**src/rtl/arb_puf_eval_ctrl.sv**
```systemverilog
// Challenge/evaluation controller for an arbiter PUF delay chain.
// Applies a registered challenge, then fires the launch edge NUM_EVAL
// times. After each race it samples the 2FF-synchronised arbiter output
// and reports a majority-voted response with a stability flag.
//
// Handshake: a request is accepted on a rising edge where istart && oready.
// oready is high only in IDLE, so a request during an evaluation is dropped
// and never queued. ovalid is a one-cycle pulse. oresp/oones/ostable hold
// until the next result or until reset.
module arb_puf_eval_ctrl #(
  parameter int CHAL_W     = 64,
  parameter int SETTLE_CYC = 16,
  parameter int NUM_EVAL   = 7,
  parameter int CNT_W      = $clog2(NUM_EVAL + 1)
) (
  input  logic              iclk,
  input  logic              irst,
  input  logic              istart,
  input  logic [CHAL_W-1:0] ichal,
  output logic              oready,
  output logic [CHAL_W-1:0] ochal,
  output logic              olaunch,
  output logic              oarb_clr,
  input  logic              iarb,
  output logic              oresp,
  output logic [CNT_W-1:0]  oones,
  output logic              ostable,
  output logic              ovalid
);

  localparam int PH_W = (SETTLE_CYC > 1) ? $clog2(SETTLE_CYC) : 1;

  localparam logic [2:0] S_IDLE   = 3'd0;
  localparam logic [2:0] S_LOAD   = 3'd1;
  localparam logic [2:0] S_FIRE   = 3'd2;
  localparam logic [2:0] S_SAMPLE = 3'd3;
  localparam logic [2:0] S_REARM  = 3'd4;
  localparam logic [2:0] S_DONE   = 3'd5;

  localparam logic [PH_W-1:0]  PH_LAST  = PH_W'(SETTLE_CYC - 1);
  localparam logic [CNT_W-1:0] EVAL_MAX = CNT_W'(NUM_EVAL);
  localparam logic [CNT_W-1:0] MAJ_THR  = CNT_W'((NUM_EVAL + 1) / 2);

  // Reject parameter sets that break the majority vote or the sync margin.
  if ((NUM_EVAL < 1) || ((NUM_EVAL % 2) == 0) || (SETTLE_CYC < 3)) begin : g_bad_params
    $error("arb_puf_eval_ctrl: NUM_EVAL must be odd and >=1, SETTLE_CYC must be >=3");
  end

  logic [2:0]       state;
  logic [2:0]       state_nxt;
  logic [PH_W-1:0]  phase;
  logic [CNT_W-1:0] eval_cnt;
  logic [CNT_W-1:0] ones_cnt;
  logic             arb_s1;
  logic             arb_s2;

  // Next-state selection. Each phase lasts SETTLE_CYC cycles, timed by phase.
  always_comb begin
    state_nxt = state;
    case (state)
      S_IDLE:   if (istart) state_nxt = S_LOAD;
      S_LOAD:   state_nxt = S_FIRE;
      S_FIRE:   if (phase == PH_LAST) state_nxt = S_SAMPLE;
      S_SAMPLE: state_nxt = S_REARM;
      S_REARM:  if (phase == PH_LAST) state_nxt = (eval_cnt == EVAL_MAX) ? S_DONE : S_FIRE;
      S_DONE:   state_nxt = S_IDLE;
      default:  state_nxt = S_IDLE;
    endcase
  end

  // Two-flop synchroniser for the asynchronous arbiter output.
  always_ff @(posedge iclk) begin
    if (irst) begin
      arb_s1 <= 1'b0;
      arb_s2 <= 1'b0;
    end else begin
      arb_s1 <= iarb;
      arb_s2 <= arb_s1;
    end
  end

  // State register, phase timer and evaluation/ones counters.
  always_ff @(posedge iclk) begin
    if (irst) begin
      state    <= S_IDLE;
      phase    <= '0;
      eval_cnt <= '0;
      ones_cnt <= '0;
    end else begin
      state <= state_nxt;
      if (state_nxt != state)
        phase <= '0;
      else if ((state == S_FIRE) || (state == S_REARM))
        phase <= phase + 1'b1;
      if ((state == S_IDLE) && istart) begin
        eval_cnt <= '0;
        ones_cnt <= '0;
      end else if (state == S_SAMPLE) begin
        // Only NUM_EVAL samples are taken, so ones_cnt cannot wrap.
        eval_cnt <= eval_cnt + 1'b1;
        ones_cnt <= ones_cnt + CNT_W'(arb_s2);
      end
    end
  end

  // Registered outputs are decoded from the next state so that they line up
  // with the state they describe.
  always_ff @(posedge iclk) begin
    if (irst) begin
      oready   <= 1'b1;
      ochal    <= '0;
      olaunch  <= 1'b0;
      oarb_clr <= 1'b0;
      oresp    <= 1'b0;
      oones    <= '0;
      ostable  <= 1'b0;
      ovalid   <= 1'b0;
    end else begin
      oready   <= (state_nxt == S_IDLE);
      olaunch  <= (state_nxt == S_FIRE) || (state_nxt == S_SAMPLE);
      oarb_clr <= (state_nxt == S_LOAD) || (state_nxt == S_REARM);
      ovalid   <= (state_nxt == S_DONE);
      if ((state == S_IDLE) && istart)
        ochal <= ichal;
      if (state_nxt == S_DONE) begin
        oones   <= ones_cnt;
        oresp   <= (ones_cnt >= MAJ_THR);
        ostable <= (ones_cnt == '0) || (ones_cnt == EVAL_MAX);
      end
    end
  end

endmodule

```
**config.mk**
```make
export PLATFORM = sky130hd
export DESIGN_NAME = arb_puf_eval_ctrl
export DESIGN_NICKNAME = d
export VERILOG_FILES = /design/src/rtl/arb_puf_eval_ctrl.sv
export SDC_FILE = /design/constraint.sdc
export NUM_CORES = 1
export LEC_CHECK = 0
export CAP_MARGIN = 15
export CORE_ASPECT_RATIO = 0.5
export CORE_MARGIN = 5
export CORE_UTILIZATION = 35
export DETAILED_ROUTE_END_ITERATION = 10
export HOLD_SLACK_MARGIN = 0.02
export PLACE_DENSITY = 0.78
export SLEW_MARGIN = 25
export SYNTH_ARGS = -nofsm -noshare
export SYNTH_HDL_FRONTEND = slang
export SYNTH_SLANG_ARGS = --single-unit
```
**constraint.sdc**
```tcl
create_clock -name iclk -period 4.15 [get_ports iclk]
set_clock_uncertainty 0.1 [all_clocks]
set_input_delay 0.6225 -clock iclk [delete_from_list [all_inputs] [get_ports iclk]]
set_output_delay 0.6225 -clock iclk [all_outputs]
set_load 0.03 [all_outputs]
```
==> After elaboration in Yosys (flattened, before gate mapping) <==
Index checks and enable logic that the tools add are counted.
{ "totals": {"ff_bits": 88, "out_inout_bits": 73} }
{ "classes": {"n_mux": 5, "n_reduce_logical": 10, "add_sub_neg": 3, "order_cmp": 1, "eq_ne": 13} }
{ "ops": {"columns": ["op", "count"], "rows": [
  ["3-bit == test (second input constant)", 5],
  ["3-bit case mux with 5 select lines", 1],
  ["3-bit by 2-bit == test with 1-bit output (second input constant)", 4],
  ["3-bit two-way mux", 4],
  ["3-bit logical NOT", 3],
  ["3-bit by 1-bit == test with 1-bit output (second input constant)", 2],
  ["4-bit by 1-bit adder with 4-bit output (second input constant)", 1],
  ["4-bit == test (second input constant)", 1],
  ["1-bit logical OR", 4],
  ["2-bit OR reduction", 2],
  ["3-bit by 1-bit adder with 3-bit output", 1],
  ["3-bit by 1-bit adder with 3-bit output (second input constant)", 1],
  ["3-bit greater-or-equal comparator (second input constant)", 1],
  ["3-bit != test", 1],
  ["1-bit logical AND", 1]
]} }

==> Logic depth before layout (Yosys ltp) <==
{ "logic_depth": {"word_depth": 6, "mapped_depth": 6, "mapped_depth_nobuf": 5} }

==> Worst setup path after synthesis <==
OpenSTA, ideal clock, no wires.
{ "synth_path": {"kind": "input to register", "start": "input istart", "end": "register ochal[21]", "cell_stages": 5, "required_ns": 3.918, "arrival_ns": 1.506, "setup_slack_ns": 2.411, "path_cell_list": "or4b_1 buf_2 buf_2 nand2_1 a21oi_1"} }
{ "synth_via": {"elab_chain_cells": 1} }
{ "synth_lines": {"columns": ["element", "line", "text"], "rows": [
  ["start: declaration", "18", "input logic istart,"],
  ["1-bit logical AND", "123", "if ((state == S_IDLE) && istart)"],
  ["end signal: assignment", "124", "ochal <= ichal;"],
  ["end: declaration", "21", "output logic [CHAL_W-1:0] ochal,"]
]} }
No other way between the ends.
A chain may end at the register's enable or synchronous reset.

==> Worst setup path in the final report <==
{ "layout_path": {"start": "input istart", "end": "register ochal[12]"} }
Same word-level chain as after synthesis.

==> out/qor.csv <==
stage,metric,value,unit
run_status,outcome,"complete, no violations",
clocking,cts bufs inserted,9,
sta,RSZ-0062 raised after global routing,false,
clocking,CTS Buffer Depth,2,
setup_path,Worst EP required,4.24,ns
power_and_ir_drop,power share of the combinational group,0.187,
routing,Vias/cell,4.77,
floorplanning,Initial Utilization,0.367,
synth,cells after synthesis,392,
global_route,gr ovfl total,0,
sta,Slew headroom,0.590,
routing,drt drc,0,
place,GP Congestion,0.773,
power_and_ir_drop,Peak VDD IR,0.217,mV
routing,final WL,9280,µm
cells_and_area,Layout area overhead,55.8,%
synth,"FF+latch count, synth",88,
synth,post-synthesis cell area,3250,µm²
setup_path,crit end category,register,
clocking,htree depth,3,
synth,Async SR Flop Fraction,0,
sta,fmax,394,MHz
sta,final worst path period share,0.612,
synth,Yosys cell types,30,
power_and_ir_drop,Net Switching,0.607,mW
routing,DR iter-0 viols,188,
floorplanning,die footprint,11400,µm²
power_and_ir_drop,Seq pwr share,0.409,
setup_path,Worst Path Arrival,2.63,ns
synth,"Seq/Total Area, Yosys",0.543,
synth,synth warn,0,
clocking,worst-skew pair later-pin latency,0.33,ns
setup_path,CP startpoint kind,input port,
global_route,first-pass GRT wire length,15000,µm
power_and_ir_drop,PD cells,451,nW/µm²
synth,cell taking the most area after synthesis,dfxtp_1,
synth,top-area cell type share of the netlist area,0.543,
cells_and_area,fin area,5060,µm²
floorplanning,die width,146,µm
global_route,vias in the first global route,2992,
floorplanning,core area,8860,µm²
routing,DR vias,3070,
clocking,# clock sinks,88,
synth,commonest cells in the synthesized netlist,"nand2_1, dfxtp_1, a21oi_1",
place,HPWL Detailed,6590,µm
global_route,initial antenna violation count,0,
sta,final setup vio count,0,
power_and_ir_drop,Clk pwr share,0.403,
setup_path,worst-path fanout max,47,
sta,setup TNS,0,ns
routing,Avg WL per Cell,14.4,µm
floorplanning,I/O pin total,141,
global_route,GRT Total Usage,0.162,
place,dpl cell area,4710,µm²
setup_path,Setup CP Type,in2reg,
clocking,CTS resizes,0,
routing,antenna-violating nets left,0,
synth,Mapped Avg Cell Area,8.28,µm²
clocking,CTS Hold Buffers Added,0,
min_path,Hold WC Path Type,reg2reg,
power_and_ir_drop,Pint,1.68,mW
power_and_ir_drop,Net Sw Frac,0.266,
synth,most frequent cell after synthesis,nand2_1,
floorplanning,# rows,24,
clocking,Clock Pin Slew Worst Setup and Hold Paths,0.06,ns
clocking,Clock Root Buffer,clkbuf_16,
sta,"Slew Viols, Final",0,
cells_and_area,Final nets,594,
place,port bufs,140,
cells_and_area,diodes inserted,0,
job,max-cap viol count,0,
sta,Period minus WS final,2.54,ns
clocking,CTS tree,yes,
synth,Synth area leaders,"dfxtp_1, nand2_1, a21oi_1",
sta,"Hold Vio Cnt, Final",0,
power_and_ir_drop,Static Leak,1.90,nW
sta,Worst-Margin Slew,0.615,ns
cells_and_area,layout cell share with drive strength beyond 1,0.0513,
synth,Synth Flop Type,dfxtp_1,
synth,"EDFF count, synth",0,
synth,Synth Net Count,465,
floorplanning,Die Y,78.1,µm
clocking,setup bufs post-CTS,0,
global_route,largest net degree at the start of global routing,48,
routing,router iterations before antenna repair,4,
==> state kept, by name, summed over array words and instances (netlist names) <==
register,count
oresp,1
ovalid,1
oready,1
olaunch,1
state,3
ostable,1
eval_cnt,3
oarb_clr,1
arb_s1,1
ones_cnt,3
phase,4
arb_s2,1
ochal,64
oones,3
==> area by class of cell <==
type / count / area, µm²
Clock inverter: 7 / 120
Sequential cell: 88 / 1760
Fill cell: 813 / 3800
Timing Repair Buffer: 145 / 1430
Multi-Input combinational cell: 277 / 1370
Clock buffer: 9 / 225
Tap cell: 117 / 146
==> worst max-delay path, stage by stage <==
cell	delay (ns)
clkdlybuf4s50_1	0.53
or4b_2	0.86
buf_4	0.40
nand2_1	0.13
a21oi_1	0.07
==> per-layer routing <==
| metal | GRT usage | wire [µm] |
|---|---|---|
| met2 | 0.297 | 4800 |
| met3 | 0.0426 | 372 |
| met4 | 0.0741 | 253 |
| met1 | 0.179 | 3860 |
| met5 | 0 | 0 |
==> path summary, 6_finish.rpt <==
kind               end  slack, ns  startpoint  cells after the start
max          ochal[12]       1.61      istart                      5
min          ochal[50]       0.35   ochal[50]                      2
max reg2reg  ochal[12]       1.84    state[0]                      4
min reg2reg  ochal[50]       0.35   ochal[50]                      2
==> power groups by stage <==
| stage | Clock, mW | Sequential (mW) | Combinational (mW) |
|---|---|---|---|
| 5_1_grt | 0.988 | 0.943 | 0.458 |
| 3_3_place_gp | 0 | 0.951 | 0.423 |
| 2_1_floorplan | 0 | 1.05 | 0.138 |
| 4_1_cts | 0.946 | 0.935 | 0.431 |
| 6_report | 0.921 | 0.935 | 0.427 |
| 3_5_place_dp | 0 | 0.954 | 0.429 |
==> cell families (layout without fill, tap and decap cells) <==
group	after synthesis	after routing	share of synthesized area
fa+ha+maj	5	5	0.0193
compound gates	93	93	0.150
flops	88	88	0.543
simple gates	171	171	0.228
xor+xnor	4	4	0.0108
buf+inv	27	161	0.0366
mux	4	4	0.0123
==> placed cells by master (no fill, tap or decap), drive strengths merged, types with 2 or more instances in the layout <==
master,instances
nand2b,4
and3,2
xor2,3
dfxtp,88
nor2,8
clkdlybuf4s50,139
a21oi,75
ha,5
nand3b,2
o211ai,2
a21o,2
o21ai,9
nand4b,2
buf,6
nand2,131
a211oi,4
nor2b,2
nor3,4
bufinv,3
nand3,6
or3b,2
clkbuf,9
mux2i,4
or3,2
clkinv,3
==> stage by stage <==
step	cells	setup WS [ns]	utilization	hold WS (ns)	power [mW]
global placement	627	1.31	0.532	0.319	1.37
global route	643	1.54	0.571	0.369	2.39
CTS	643	1.62	0.571	0.355	2.31
finish	643	1.61	0.571	0.354	2.28
floorplan	392	2.41	-	0.314	1.18
detailed placement	627	1.28	0.532	0.346	1.38
Power figures use the tool's default switching activity.
